`config.mk`:
```
export PLATFORM = sky130hd
export DESIGN_NAME = id_ex_stage
export DESIGN_NICKNAME = d
export VERILOG_FILES = /design/src/rtl/id_ex_stage_pkg.sv /design/src/rtl/id_ex_stage_detect.sv /design/src/rtl/id_ex_stage.sv
export SDC_FILE = /design/constraint.sdc
export NUM_CORES = 1
export LEC_CHECK = 0
export CORE_AREA = 2 2 231 233
export CTS_CLUSTER_SIZE = 14
export DETAILED_ROUTE_END_ITERATION = 6
export DIE_AREA = 0 0 233 235
export PLACE_DENSITY_LB_ADDON = 0.15
export SYNTH_ARGS = -nofsm -noshare
export SYNTH_HDL_FRONTEND = slang
export SYNTH_SLANG_ARGS = --single-unit
```
`constraint.sdc`:
```
create_clock -name CLOCK -period 1.7 [get_ports CLOCK]
set_input_delay 0.51 -clock CLOCK [delete_from_list [all_inputs] [get_ports CLOCK]]
set_output_delay 0.51 -clock CLOCK [all_outputs]
set_load 0.02 [all_outputs]
```
`src/rtl/id_ex_stage_pkg.sv`:
```
// Shared LEGv8 pipeline constants: zero register, control-bundle layout, ALU_OP encodings.
package id_ex_stage_pkg;

    localparam logic [4:0] XZR = 5'd31;

    // Control bundle: {ALU_OP[1:0], ALU_SRC, MEM_READ, MEM_WRITE, MEM_TO_REG, REG_WRITE, BRANCH, UNCOND_BRANCH}
    localparam int CTRL_W          = 9;
    localparam int CTRL_ALU_OP_HI  = 8;
    localparam int CTRL_ALU_OP_LO  = 7;
    localparam int CTRL_ALU_SRC    = 6;
    localparam int CTRL_MEM_READ   = 5;
    localparam int CTRL_MEM_WRITE  = 4;
    localparam int CTRL_MEM_TO_REG = 3;
    localparam int CTRL_REG_WRITE  = 2;
    localparam int CTRL_BRANCH     = 1;
    localparam int CTRL_UNCOND     = 0;

    localparam logic [1:0] ALU_OP_ADD    = 2'b00;
    localparam logic [1:0] ALU_OP_PASS_B = 2'b01;
    localparam logic [1:0] ALU_OP_RTYPE  = 2'b10;

    localparam logic [CTRL_W-1:0] CTRL_BUBBLE = '0;

endpackage

```
`src/rtl/id_ex_stage_detect.sv`:
```
// load_use_detect: flags an ID instruction that reads the destination of a load sitting in EX.
// Latency: purely combinational. Backpressure: none; the caller decides how to stall.
// XZR is never a real destination, so a load into X31 never creates a dependency.
module load_use_detect
    import id_ex_stage_pkg::*;
#(
    parameter int REG_W = 5
) (
    input  logic             ex_valid,
    input  logic             ex_mem_read,
    input  logic [REG_W-1:0] ex_rd,
    input  logic             id_valid,
    input  logic             id_uses_rn1,
    input  logic [REG_W-1:0] id_rn1,
    input  logic             id_uses_rm2,
    input  logic [REG_W-1:0] id_rm2,
    output logic             hazard
);

    logic rn1_hit;
    logic rm2_hit;
    logic ex_is_load;

    assign ex_is_load = ex_valid & ex_mem_read & (ex_rd != REG_W'(XZR));
    assign rn1_hit    = id_uses_rn1 & (id_rn1 == ex_rd);
    assign rm2_hit    = id_uses_rm2 & (id_rm2 == ex_rd);
    assign hazard     = ex_is_load & id_valid & (rn1_hit | rm2_hit);

endmodule

```
`src/rtl/id_ex_stage.sv`:
```
// ID/EX pipeline register with load-use bubble insertion; optional bubble counter under HAZARD_PERF_CNT_EN.
// Latency: one cycle ID->EX. Backpressure: HOLD_IN freezes contents; STALL_OUT holds PC and IF/ID on load-use.
// Priority per edge: RESET > FLUSH_IN > HOLD_IN > hazard bubble > capture.
module id_ex_stage
    import id_ex_stage_pkg::*;
#(
    parameter int DATA_W = 64,
    parameter int REG_W  = 5
) (
    input  logic              CLOCK,
    input  logic              RESET,
    input  logic              ID_VALID_IN,
    input  logic [DATA_W-1:0] ID_PC_IN,
    input  logic [DATA_W-1:0] ID_READ_DATA1_IN,
    input  logic [DATA_W-1:0] ID_READ_DATA2_IN,
    input  logic [DATA_W-1:0] ID_IMM_IN,
    input  logic [REG_W-1:0]  ID_RN1_IN,
    input  logic [REG_W-1:0]  ID_RM2_IN,
    input  logic [REG_W-1:0]  ID_RD_IN,
    input  logic              ID_USES_RN1_IN,
    input  logic              ID_USES_RM2_IN,
    input  logic [CTRL_W-1:0] ID_CTRL_IN,
    input  logic              FLUSH_IN,
    input  logic              HOLD_IN,
    output logic              EX_VALID_OUT,
    output logic [DATA_W-1:0] EX_PC_OUT,
    output logic [DATA_W-1:0] EX_READ_DATA1_OUT,
    output logic [DATA_W-1:0] EX_READ_DATA2_OUT,
    output logic [DATA_W-1:0] EX_IMM_OUT,
    output logic [REG_W-1:0]  EX_RN1_OUT,
    output logic [REG_W-1:0]  EX_RM2_OUT,
    output logic [REG_W-1:0]  EX_RD_OUT,
    output logic [CTRL_W-1:0] EX_CTRL_OUT,
    output logic              STALL_OUT,
    output logic [31:0]       BUBBLE_CNT_OUT
);

    localparam logic [REG_W-1:0] REG_XZR = REG_W'(XZR);

    logic hazard;

    load_use_detect #(
        .REG_W (REG_W)
    ) u_detect (
        .ex_valid    (EX_VALID_OUT),
        .ex_mem_read (EX_CTRL_OUT[CTRL_MEM_READ]),
        .ex_rd       (EX_RD_OUT),
        .id_valid    (ID_VALID_IN),
        .id_uses_rn1 (ID_USES_RN1_IN),
        .id_rn1      (ID_RN1_IN),
        .id_uses_rm2 (ID_USES_RM2_IN),
        .id_rm2      (ID_RM2_IN),
        .hazard      (hazard)
    );

    // No HOLD_IN term: a held hazard keeps stalling until the bubble can actually be loaded.
    assign STALL_OUT = hazard & ~FLUSH_IN;

    always_ff @(posedge CLOCK) begin
        if (RESET || FLUSH_IN || (!HOLD_IN && hazard)) begin
            EX_VALID_OUT      <= 1'b0;
            EX_PC_OUT         <= '0;
            EX_READ_DATA1_OUT <= '0;
            EX_READ_DATA2_OUT <= '0;
            EX_IMM_OUT        <= '0;
            EX_RN1_OUT        <= REG_XZR;
            EX_RM2_OUT        <= REG_XZR;
            EX_RD_OUT         <= REG_XZR;
            EX_CTRL_OUT       <= CTRL_BUBBLE;
        end else if (!HOLD_IN) begin
            EX_VALID_OUT      <= ID_VALID_IN;
            EX_PC_OUT         <= ID_PC_IN;
            EX_READ_DATA1_OUT <= ID_READ_DATA1_IN;
            EX_READ_DATA2_OUT <= ID_READ_DATA2_IN;
            EX_IMM_OUT        <= ID_IMM_IN;
            EX_RN1_OUT        <= ID_RN1_IN;
            EX_RM2_OUT        <= ID_RM2_IN;
            // An invalid slot must never look like a writer to forwarding or hazard logic.
            EX_RD_OUT         <= ID_VALID_IN ? ID_RD_IN : REG_XZR;
            EX_CTRL_OUT       <= ID_VALID_IN ? ID_CTRL_IN : CTRL_BUBBLE;
        end
    end

`ifdef HAZARD_PERF_CNT_EN
    logic [31:0] bubble_cnt;

    // Counts only load-use bubbles, not flush or reset bubbles.
    always_ff @(posedge CLOCK) begin
        if (RESET) begin
            bubble_cnt <= '0;
        end else if (!FLUSH_IN && !HOLD_IN && hazard) begin
            bubble_cnt <= bubble_cnt + 32'd1;
        end
    end

    assign BUBBLE_CNT_OUT = bubble_cnt;
`else
    assign BUBBLE_CNT_OUT = '0;
`endif

endmodule

```
==> results of run 1 <==
## cells in the mapped netlist, types with 2 or more instances
| master | instances |
|---|---|
| dfxtp_1 | 281 |
| mux2i_1 | 266 |
| nor2_1 | 265 |
| buf_4 | 35 |
| buf_6 | 28 |
| clkbuf_1 | 26 |
| nand2_1 | 20 |
| xnor2_1 | 10 |
| a22oi_1 | 9 |
| buf_2 | 6 |
| o22ai_1 | 6 |
| a31oi_1 | 2 |
| inv_1 | 2 |
| nand4_1 | 2 |
## power breakdown
group	internal, uW	switching, uW
logic	1490	1380
clock network	4380	2990
registers	6800	108
## path summary, 6_finish.rpt
| path | from | endpoint | slack, ns | cells after the start |
|---|---|---|---|---|
| max | ID_RM2_IN[0] | STALL_OUT | -0.76 | 6 |
| min | ID_RM2_IN[4] | EX_RM2_OUT[4] | 0.32 | 3 |
| max reg2reg | EX_RD_OUT[0] | EX_CTRL_OUT[8] | -0.29 | 9 |
| min reg2reg | EX_RN1_OUT[1] | EX_RN1_OUT[1] | 0.48 | 2 |
## through the flow
step | instance area, sq um | setup TNS (ns) | utilization, % | setup WS [ns] | instances
CTS | 18000 | -187.91 | 34.5 | -0.802 | 2287
global route | 19700 | -88.41 | 37.7 | -0.860 | 2311
detailed placement | 17100 | -216.59 | 32.7 | -1.44 | 2217
global placement | 17100 | -216.99 | 32.7 | -1.41 | 2217
finish | 19700 | -60.94 | 37.7 | -0.759 | 2311
floorplan | 10500 | -0.186 | - | -0.186 | 998
## cell type report
class | count | area (sq um)
antenna | 1 | 2.50
clock buffer | 55 | 1080
clock inverter | 8 | 47.5
fill | 5253 | 32500
inverter | 2 | 7.51
multi-input combinational | 620 | 5520
sequential | 281 | 5640
tap | 688 | 861
timing repair buffer | 656 | 6530
## timing repair
action                                   CTS  global route
cloned                                     0            22
buffers inserted                           7             8
resized for setup                       1016           472
endpoints found under the setup margin   547           338
pin swaps                                  8           207
## cell families after synthesis
kind of cell	after synthesis	synth area share [%]
simple gates	291	10.7
flops	281	54.4
mux	266	25.7
buf+inv	97	6.89
compound gates	21	1.40
xor+xnor	10	0.846
other cells	1	0.0362
## tightest hold or removal path, delay by kind of cell
| kind | cells | cell delay [ns] |
|---|---|---|
| buffers and inverters | 1 | 0.14 |
| muxes | 1 | 0.10 |
| and+or+nand+nor | 1 | 0.06 |
## per-layer routing
metal	vias to the layer above	share of wire (%)	routed length [um]	GRT usage, %
met2	320	51	21200	23.7
met5	-	0.031	13	0
li1	4438	-	-	-
met3	70	8.3	3470	4.95
met4	2	3.0	1250	5.33
met1	4323	38	15700	14.6
## cell usage in the layout, fill, tap and decap left out, types with 6 or more instances in the layout
cell type	synthesis	final
clkbuf_16	0	55
clkbuf_8	0	9
nand2_1	20	20
conb_1	1	32
xnor2_2	0	6
buf_6	28	12
nor2_4	0	147
a22oi_1	9	9
buf_8	0	13
clkinv_2	0	6
buf_4	35	24
clkbuf_1	26	9
clkdlybuf4s15_2	0	123
nor2_1	265	45
nor2_2	0	73
mux2i_1	266	266
buf_2	6	148
clkdlybuf4s50_1	0	278
buf_12	0	27
dfxtp_1	281	276
## flip-flops by register name, summed over array words and instances (netlist names), 5 cells and up
name               flops
EX_RD_OUT              5
EX_RN1_OUT             5
EX_IMM_OUT            64
EX_READ_DATA1_OUT     64
EX_CTRL_OUT            9
EX_RM2_OUT             5
EX_READ_DATA2_OUT     64
EX_PC_OUT             64
==> run summary, run 1 <==
outcome = finished with violations
failing checks = setup timing
vias in the first global route = 9023
num rows = 84
power density over the cells = 871 nW/um^2
Setup violations, final = 267
initial DRC count = 202
deepest level of the CTS H-tree = 2
Seq/Total Area, Yosys = 54.4%
Port Buffers = 568
DRT Pass-1 Iters = 4
synthesized area = 10300 sq um
Clock Tree Buf Depth = 3
number of distinct library cells after synthesis = 23
Setup CP Type = in2out
max-cap viol count = 0
Routed Antenna Nets = 0
Pleak = 0.00828 uW
Area contributors post-synth = dfxtp_1 (54%), mux2i_1 (26%), nor2_1 (9.6%), buf_6 (3.0%), buf_4 (2.5%)
CP max stage delay = 0.53 ns
Fin. Hold Viols = 0
Via density = 3.96
Synth Area per Inst = 10.7 sq um
Yosys top cell by area = dfxtp_1
worst setup margin = -0.759 ns
Post-DP HPWL = 29600 um
crit end category = output pin
Synth Instances = 967
DRC viols = 0
Final Cycle Share = 145%
Worst Setup Start Kind = primary input
CTS tree = yes
die width = 233 um
sequence of cells on the critical path = clkdlybuf4s50_1 > xnor2_2 > nand4_1 > o22a_1 > nor4b_4 > buf_4
Root Buffer = clkbuf_16
predominant post-synthesis flop cell = dfxtp_1
Slew Viols, Final = 0
CTS Buf Count = 36
share of layout cells above drive strength 1 = 40.9%
worst vdd ir = 0.000511 V
Initial Util = 19.8%
gpl congestion = 0.758
FFs w/ async S/R, synth = 0%
min-delay worst type = in2reg
number of synthesized flops with an enable pin = 0
WL per Instance = 18.0 um
Overall Global Routing Usage = 13.5%
area grow syn2layout = 90.3%
largest net degree at the start of global routing = 66
Top-Level Pins = 601
min Tclk post-route = 2.46 ns
Routed Wire Length = 41600 um
initial antenna violation count = 2
Hold-fix buffers, CTS = 0
Yosys reg bits = 281
worst endpoint data arrival time = 1.95 ns
Critical Path RT = 1.19 ns
die area = 54800 sq um
core box area = 52200 sq um
worst-path fanout max = 2
CTS Sinks = 281
share of the synthesized area in the top cell type = 54.4%
routed vias = 9153
RSZ-0062 raised after global routing = yes
fmax = 407 MHz
Die H = 235 um
WHS = 0.316 ns
Worst-Skew Late Latency = 0.54 ns
Overall Power = 17100 uW
first-pass GRT wire length = 56700 um
Worst Skew = 0.0172 ns
Slowest-stage cell, CP = clkdlybuf4s50_1
GRT overflow = 0
Yosys Warn Count = 0
crit-path leading delay family = buffers and inverters
Clock transition at path regs = 0.06 ns
CP bufs+invs = 2
net count reported at finish = 1884
Note: power is estimated with default switching activity, not from simulation.
==> inputs of run 2 (changes only) <==
--- a/config.mk
+++ b/config.mk
@@ -5,11 +5,13 @@
 export SDC_FILE = /design/constraint.sdc
 export NUM_CORES = 1
 export LEC_CHECK = 0
-export CORE_AREA = 2 2 231 233
+export ABC_AREA = 0
+export CORE_AREA = 2 2 235 237
 export CTS_CLUSTER_SIZE = 14
 export DETAILED_ROUTE_END_ITERATION = 6
-export DIE_AREA = 0 0 233 235
+export DIE_AREA = 0 0 237 239
 export PLACE_DENSITY_LB_ADDON = 0.15
 export SYNTH_ARGS = -nofsm -noshare
 export SYNTH_HDL_FRONTEND = slang
 export SYNTH_SLANG_ARGS = --single-unit
+export TNS_END_PERCENT = 30
==> constraint.sdc (replaced) <==
create_clock -name CLOCK -period 2.5 [get_ports CLOCK]
set_input_delay 0.75 -clock CLOCK [delete_from_list [all_inputs] [get_ports CLOCK]]
set_output_delay 0.75 -clock CLOCK [all_outputs]
set_load 0.02 [all_outputs]
==> run 2 against run 1 <==
The run still ends with setup timing left; cell count rose by 0.43%; sequential power is 32% lower; global-route usage down 0.51 points; core utilization is 3.6 points lower; clock power down 31%; sequential share of layout area is 1.8 points higher; clock skew fell by 0.0010 ns; critical path type unchanged; non-clock buffer count down 9; combinational power shrank 40%; highest routed layer unchanged.
==> run summary, run 2 (synthesized netlist as in run 1, its figures left out) <==
outcome = finished with violations
failing checks = setup timing
Worst Skew = 0.0162 ns
Slew Viols, Final = 0
commonest non-fill, non-tap cell in the layout = clkdlybuf4s50_1
vias in the first global route = 8987
power density over the cells = 620 nW/um^2
Routed Antenna Nets = 0
Clock Tree Buf Depth = 3
clock power share = 44.2%
FF-to-FF End = EX_PC_OUT[17]
Clock transition at path regs = 0.05 ns
largest net degree at the start of global routing = 70
num rows = 86
WL per Instance = 17.3 um
Via density = 3.84
Top-Level Pins = 601
first-pass GRT wire length = 56400 um
fmax = 376 MHz
CP endpoint = STALL_OUT
Sequential Power Share = 40.9%
area grow syn2layout = 79.2%
CTS Sinks = 281
Util after Layout = 34.1%
Max-slew headroom = 60.5%
commonest cells after routing, fill and taps aside = clkdlybuf4s50_1 (554), dfxtp_1 (276), mux2i_1 (266), nor2_1 (264), buf_4 (49)
Reg2Reg Launch Point = EX_RD_OUT[0]
max-cap viol count = 0
DRT Pass-1 Iters = 4
initial DRC count = 236
Worst Setup Start Kind = primary input
Critical Path Start = ID_RN1_IN[4]
Post-DP HPWL = 29300 um
worst setup margin = -0.160 ns
routed vias = 8911
Final Cycle Share = 106%
worst slew pin tran = 0.592 ns
hold path startpoint = EX_RM2_OUT[0]
RSZ-0062 raised after global routing = yes
Logic pwr share = 14.9%
CTS tree = yes
Cell Area, Placed = 16900 sq um
Worst-Skew Late Latency = 0.53 ns
net count reported at finish = 1876
Critical Path RT = 1.75 ns
flop2flop setup slack = 0.06 ns
initial antenna violation count = 5
core box area = 54300 sq um
die area = 56600 sq um
Root Buffer = clkbuf_16
crit end category = output pin
Port Buffers = 568
worst-path fanout max = 2
final instance area = 18500 sq um
min-delay worst type = reg2reg
worst endpoint data arrival time = 1.91 ns
min Tclk post-route = 2.66 ns
Overall Global Routing Usage = 13.0%
Worst Reg-to-Reg Cells = 14
DRC viols = 0
share of layout cells above drive strength 1 = 9.85%
Setup violations, final = 1
Die H = 239 um
Hold-fix buffers, CTS = 0
CTS Buf Count = 37
Routed Wire Length = 40100 um
deepest level of the CTS H-tree = 2
Fin. Hold Viols = 0
Initial Util = 19.0%
sw frac = 24.6%
worst vdd ir = 0.000322 V
Switch Pwr = 2830 uW
die width = 237 um
Setup CP Type = in2out
gpl congestion = 0.784
GRT overflow = 0
Pint = 8670 uW
Pleak = 0.00765 uW
-- run 2: stage by stage --
stage | setup WS [ns] | hold WS [ns] | total power (uW) | instances | TNS [ns]
2_1_floorplan | 0.0297 | 0.505 | 5570 | 998 | 0
3_3_place_gp | -0.917 | 0.454 | 6440 | 2227 | -36.59
3_5_place_dp | -0.934 | 0.466 | 6450 | 2227 | -39.34
4_1_cts | -0.0965 | 0.441 | 11700 | 2304 | -0.128
5_1_grt | -0.203 | 0.475 | 12000 | 2321 | -0.907
6_report | -0.160 | 0.469 | 11500 | 2321 | -0.160
-- run 2: layer usage --
metal  up-vias  wire [um]  GRT usage (%)
met2       303      20300           23.1
li1       4410          -              -
met3        71       3230           5.08
met4         4       1070           4.55
met1      4123      15500           14.1
met5         -         21              0
-- run 2: worst max-delay path: stages --
cell,delay [ns]
clkdlybuf4s15_2,0.19
xnor2_1,0.17
nand2_1,0.13
o22a_1,0.25
nor4b_2,0.22
buf_4,0.19
-- run 2: final cells by class --
class                   count  area [sq um]
clock buffers              57          1080
repair buffers            647          6650
well taps                 704           881
inverters                   2          7.51
diodes                      3          7.51
fillers                  5520         35800
flip-flops and latches    281          5640
clock inverters             7          70.1
multi-input cells         620          4200
-- run 2: repair_timing --
item,CTS,global route
pin swaps,18,2
buffers inserted,13,5
setup endpoints to repair,3,262
cloned,0,10
gates resized for setup,64,10
-- run 2: how the worst min path moves through the flow --
stage / endpoint / cells after the start / slack, ns
3_3_place_gp: EX_RN1_OUT[4] / 2 / 0.45
3_5_place_dp: EX_RM2_OUT[0] / 2 / 0.47
4_1_cts: EX_RN1_OUT[3] / 3 / 0.44
6_report: EX_RM2_OUT[0] / 2 / 0.47
2_1_floorplan: EX_CTRL_OUT[5] / 2 / 0.51
5_1_grt: EX_RN1_OUT[3] / 3 / 0.48
-- run 2: power by group through the flow --
stage / registers (uW) / clock network, uW / logic (uW)
3_5_place_dp: 4800 / 0 / 1650
6_report: 4700 / 5080 / 1710
4_1_cts: 4700 / 5320 / 1670
3_3_place_gp: 4790 / 0 / 1650
5_1_grt: 4720 / 5490 / 1830
2_1_floorplan: 4970 / 0 / 598
==> inputs of run 3 (changes only) <==
--- a/config.mk
+++ b/config.mk
@@ -10,7 +10,7 @@
 export CTS_CLUSTER_SIZE = 14
 export DETAILED_ROUTE_END_ITERATION = 6
 export DIE_AREA = 0 0 237 239
-export PLACE_DENSITY_LB_ADDON = 0.15
+export PLACE_DENSITY = 0.47
 export SYNTH_ARGS = -nofsm -noshare
 export SYNTH_HDL_FRONTEND = slang
 export SYNTH_SLANG_ARGS = --single-unit
==> run 3 against run 2 <==
Highest routed layer is now met4; core utilization up 0.13 points; largest power group unchanged; critical endpoint unchanged; non-clock buffer count is 3 higher; via count rose by 0.76%; worst hold slack improved by 0.012 ns; combinational power is essentially flat; clock power grew 4.5%; sequential cell count stayed put; the run still ends with setup timing left; critical path type unchanged; die area unchanged; count of clock-buffer cells in the layout shrank 3; total power up 1.9%; first-iteration DRC count fell by 6.4%.
==> run summary, run 3 (synthesized netlist as in run 1, its figures left out) <==
final instance area = 18600 sq um
share of layout cells above drive strength 1 = 10.4%
Util after Layout = 34.2%
Worst-Skew Late Latency = 0.53 ns
min-delay worst type = reg2reg
commonest cells after routing, fill and taps aside = clkdlybuf4s50_1 (552), dfxtp_1 (276), mux2i_1 (266), nor2_1 (262), buf_4 (54)
Reg2Reg Launch Point = EX_RD_OUT[2]
power density over the cells = 629 nW/um^2
setup_tns = -0.133 ns
Setup CP Type = in2out
worst slew pin tran = 0.698 ns
Fin. Hold Viols = 0
worst setup margin = -0.133 ns
Final Cycle Share = 105%
deepest level of the CTS H-tree = 2
Pleak = 0.00770 uW
min Tclk post-route = 2.63 ns
max-cap viol count = 0
crit end category = output pin
worst endpoint data arrival time = 1.88 ns
Switch Pwr = 2830 uW
Pint = 8880 uW
Clock transition at path regs = 0.05 ns
worst vdd ir = 0.000338 V
Root Buffer = clkbuf_16
initial antenna violation count = 3
Multi-input gate area = 4230 sq um
worst-path fanout max = 2
Routed Antenna Nets = 0
core box area = 54300 sq um
net count reported at finish = 1879
GRT overflow = 0
num rows = 86
initial DRC count = 221
Die H = 239 um
outcome = finished with violations
die area = 56600 sq um
Setup violations, final = 1
sw frac = 24.2%
Slew Viols, Final = 0
Initial Util = 19.0%
CTS Sinks = 281
first-pass GRT wire length = 55800 um
Critical Path RT = 1.75 ns
clock power share = 45.3%
largest net degree at the start of global routing = 58
Routed Wire Length = 38800 um
Worst Skew = 0.0154 ns
Post-DP HPWL = 28800 um
Worst Setup Start Kind = primary input
die width = 237 um
DRT Pass-1 Iters = 4
Sequential Power Share = 40.1%
routed vias = 8979
Via density = 3.87
Top-Level Pins = 601
Filler cells = 5489
DRC viols = 0
Clock Tree Buf Depth = 3
CTS tree = yes
vias in the first global route = 9274
register area = 5640 sq um
area grow syn2layout = 79.9%
Overall Global Routing Usage = 12.9%
hold path startpoint = EX_RM2_OUT[0]
Max-slew headroom = 53.4%
Critical Path Start = ID_RN1_IN[2]
Overall Power = 11700 uW
Cell Area, Placed = 17000 sq um
failing checks = setup timing
fmax = 380 MHz
RSZ-0062 raised after global routing = yes
Port Buffers = 568
WL per Instance = 16.7 um
Logic pwr share = 14.6%
gpl congestion = 0.786
commonest non-fill, non-tap cell in the layout = clkdlybuf4s50_1
CTS Buf Count = 37
==> run 3: what timing repair did <==
item	in CTS	in global routing
hold buffers	0	0
gates cloned	0	6
resized for setup	63	12
pin swaps	18	3
setup endpoints to repair	3	249
setup buffers	27	3
==> run 3: through the flow <==
stage,cells,setup slack (ns),hold slack [ns]
after global placement,2227,-0.936,0.458
after floorplan,998,0.0297,0.505
after global routing,2322,-0.219,0.460
after CTS,2316,-0.0992,0.430
final,2322,-0.133,0.481
after detailed placement,2227,-0.928,0.463
==> run 3: power groups by stage <==
stage / Sequential (uW) / Clock [uW] / Combinational [uW]
after global routing: 4720 / 5690 / 1820
after detailed placement: 4800 / 0 / 1660
after floorplan: 4970 / 0 / 598
after global placement: 4800 / 0 / 1660
final: 4700 / 5310 / 1710
after CTS: 4700 / 5520 / 1690
==> run 3: path summary, 6_finish.rpt <==
kind | to | slack (ns) | cells after the start
max | STALL_OUT | -0.13 | 6
min | EX_RM2_OUT[0] | 0.48 | 2
max reg2reg | EX_IMM_OUT[35] | 0.10 | 12
min reg2reg | EX_RM2_OUT[0] | 0.48 | 2
==> run 3: metal layers <==
| metal | GRT usage, % | share of wire (%) | vias to the layer above |
|---|---|---|---|
| li1 | - | - | 4409 |
| met1 | 13.9 | 38 | 4146 |
| met2 | 22.4 | 50 | 354 |
| met3 | 4.64 | 8.7 | 70 |
| met4 | 5.95 | 3.0 | 0 |
| met5 | 0 | 0 | - |
==> run 3: area by class of cell <==
class                      instances  share of cell area, %
sequential                       281                   30.3
clock buffer                      54                   5.98
multi-input combinational        620                   22.7
inverter                           2                 0.0403
antenna                            3                 0.0403
tap                              704                   4.73
timing repair buffer             650                   35.6
clock inverter                     8                  0.558
==> run 3: critical path, cell delays in order <==
cell and delay (ns):
buf_2 0.12, xnor2_2 0.16, nand4_1 0.16, o22a_1 0.27
nor4b_2 0.21, buf_2 0.20
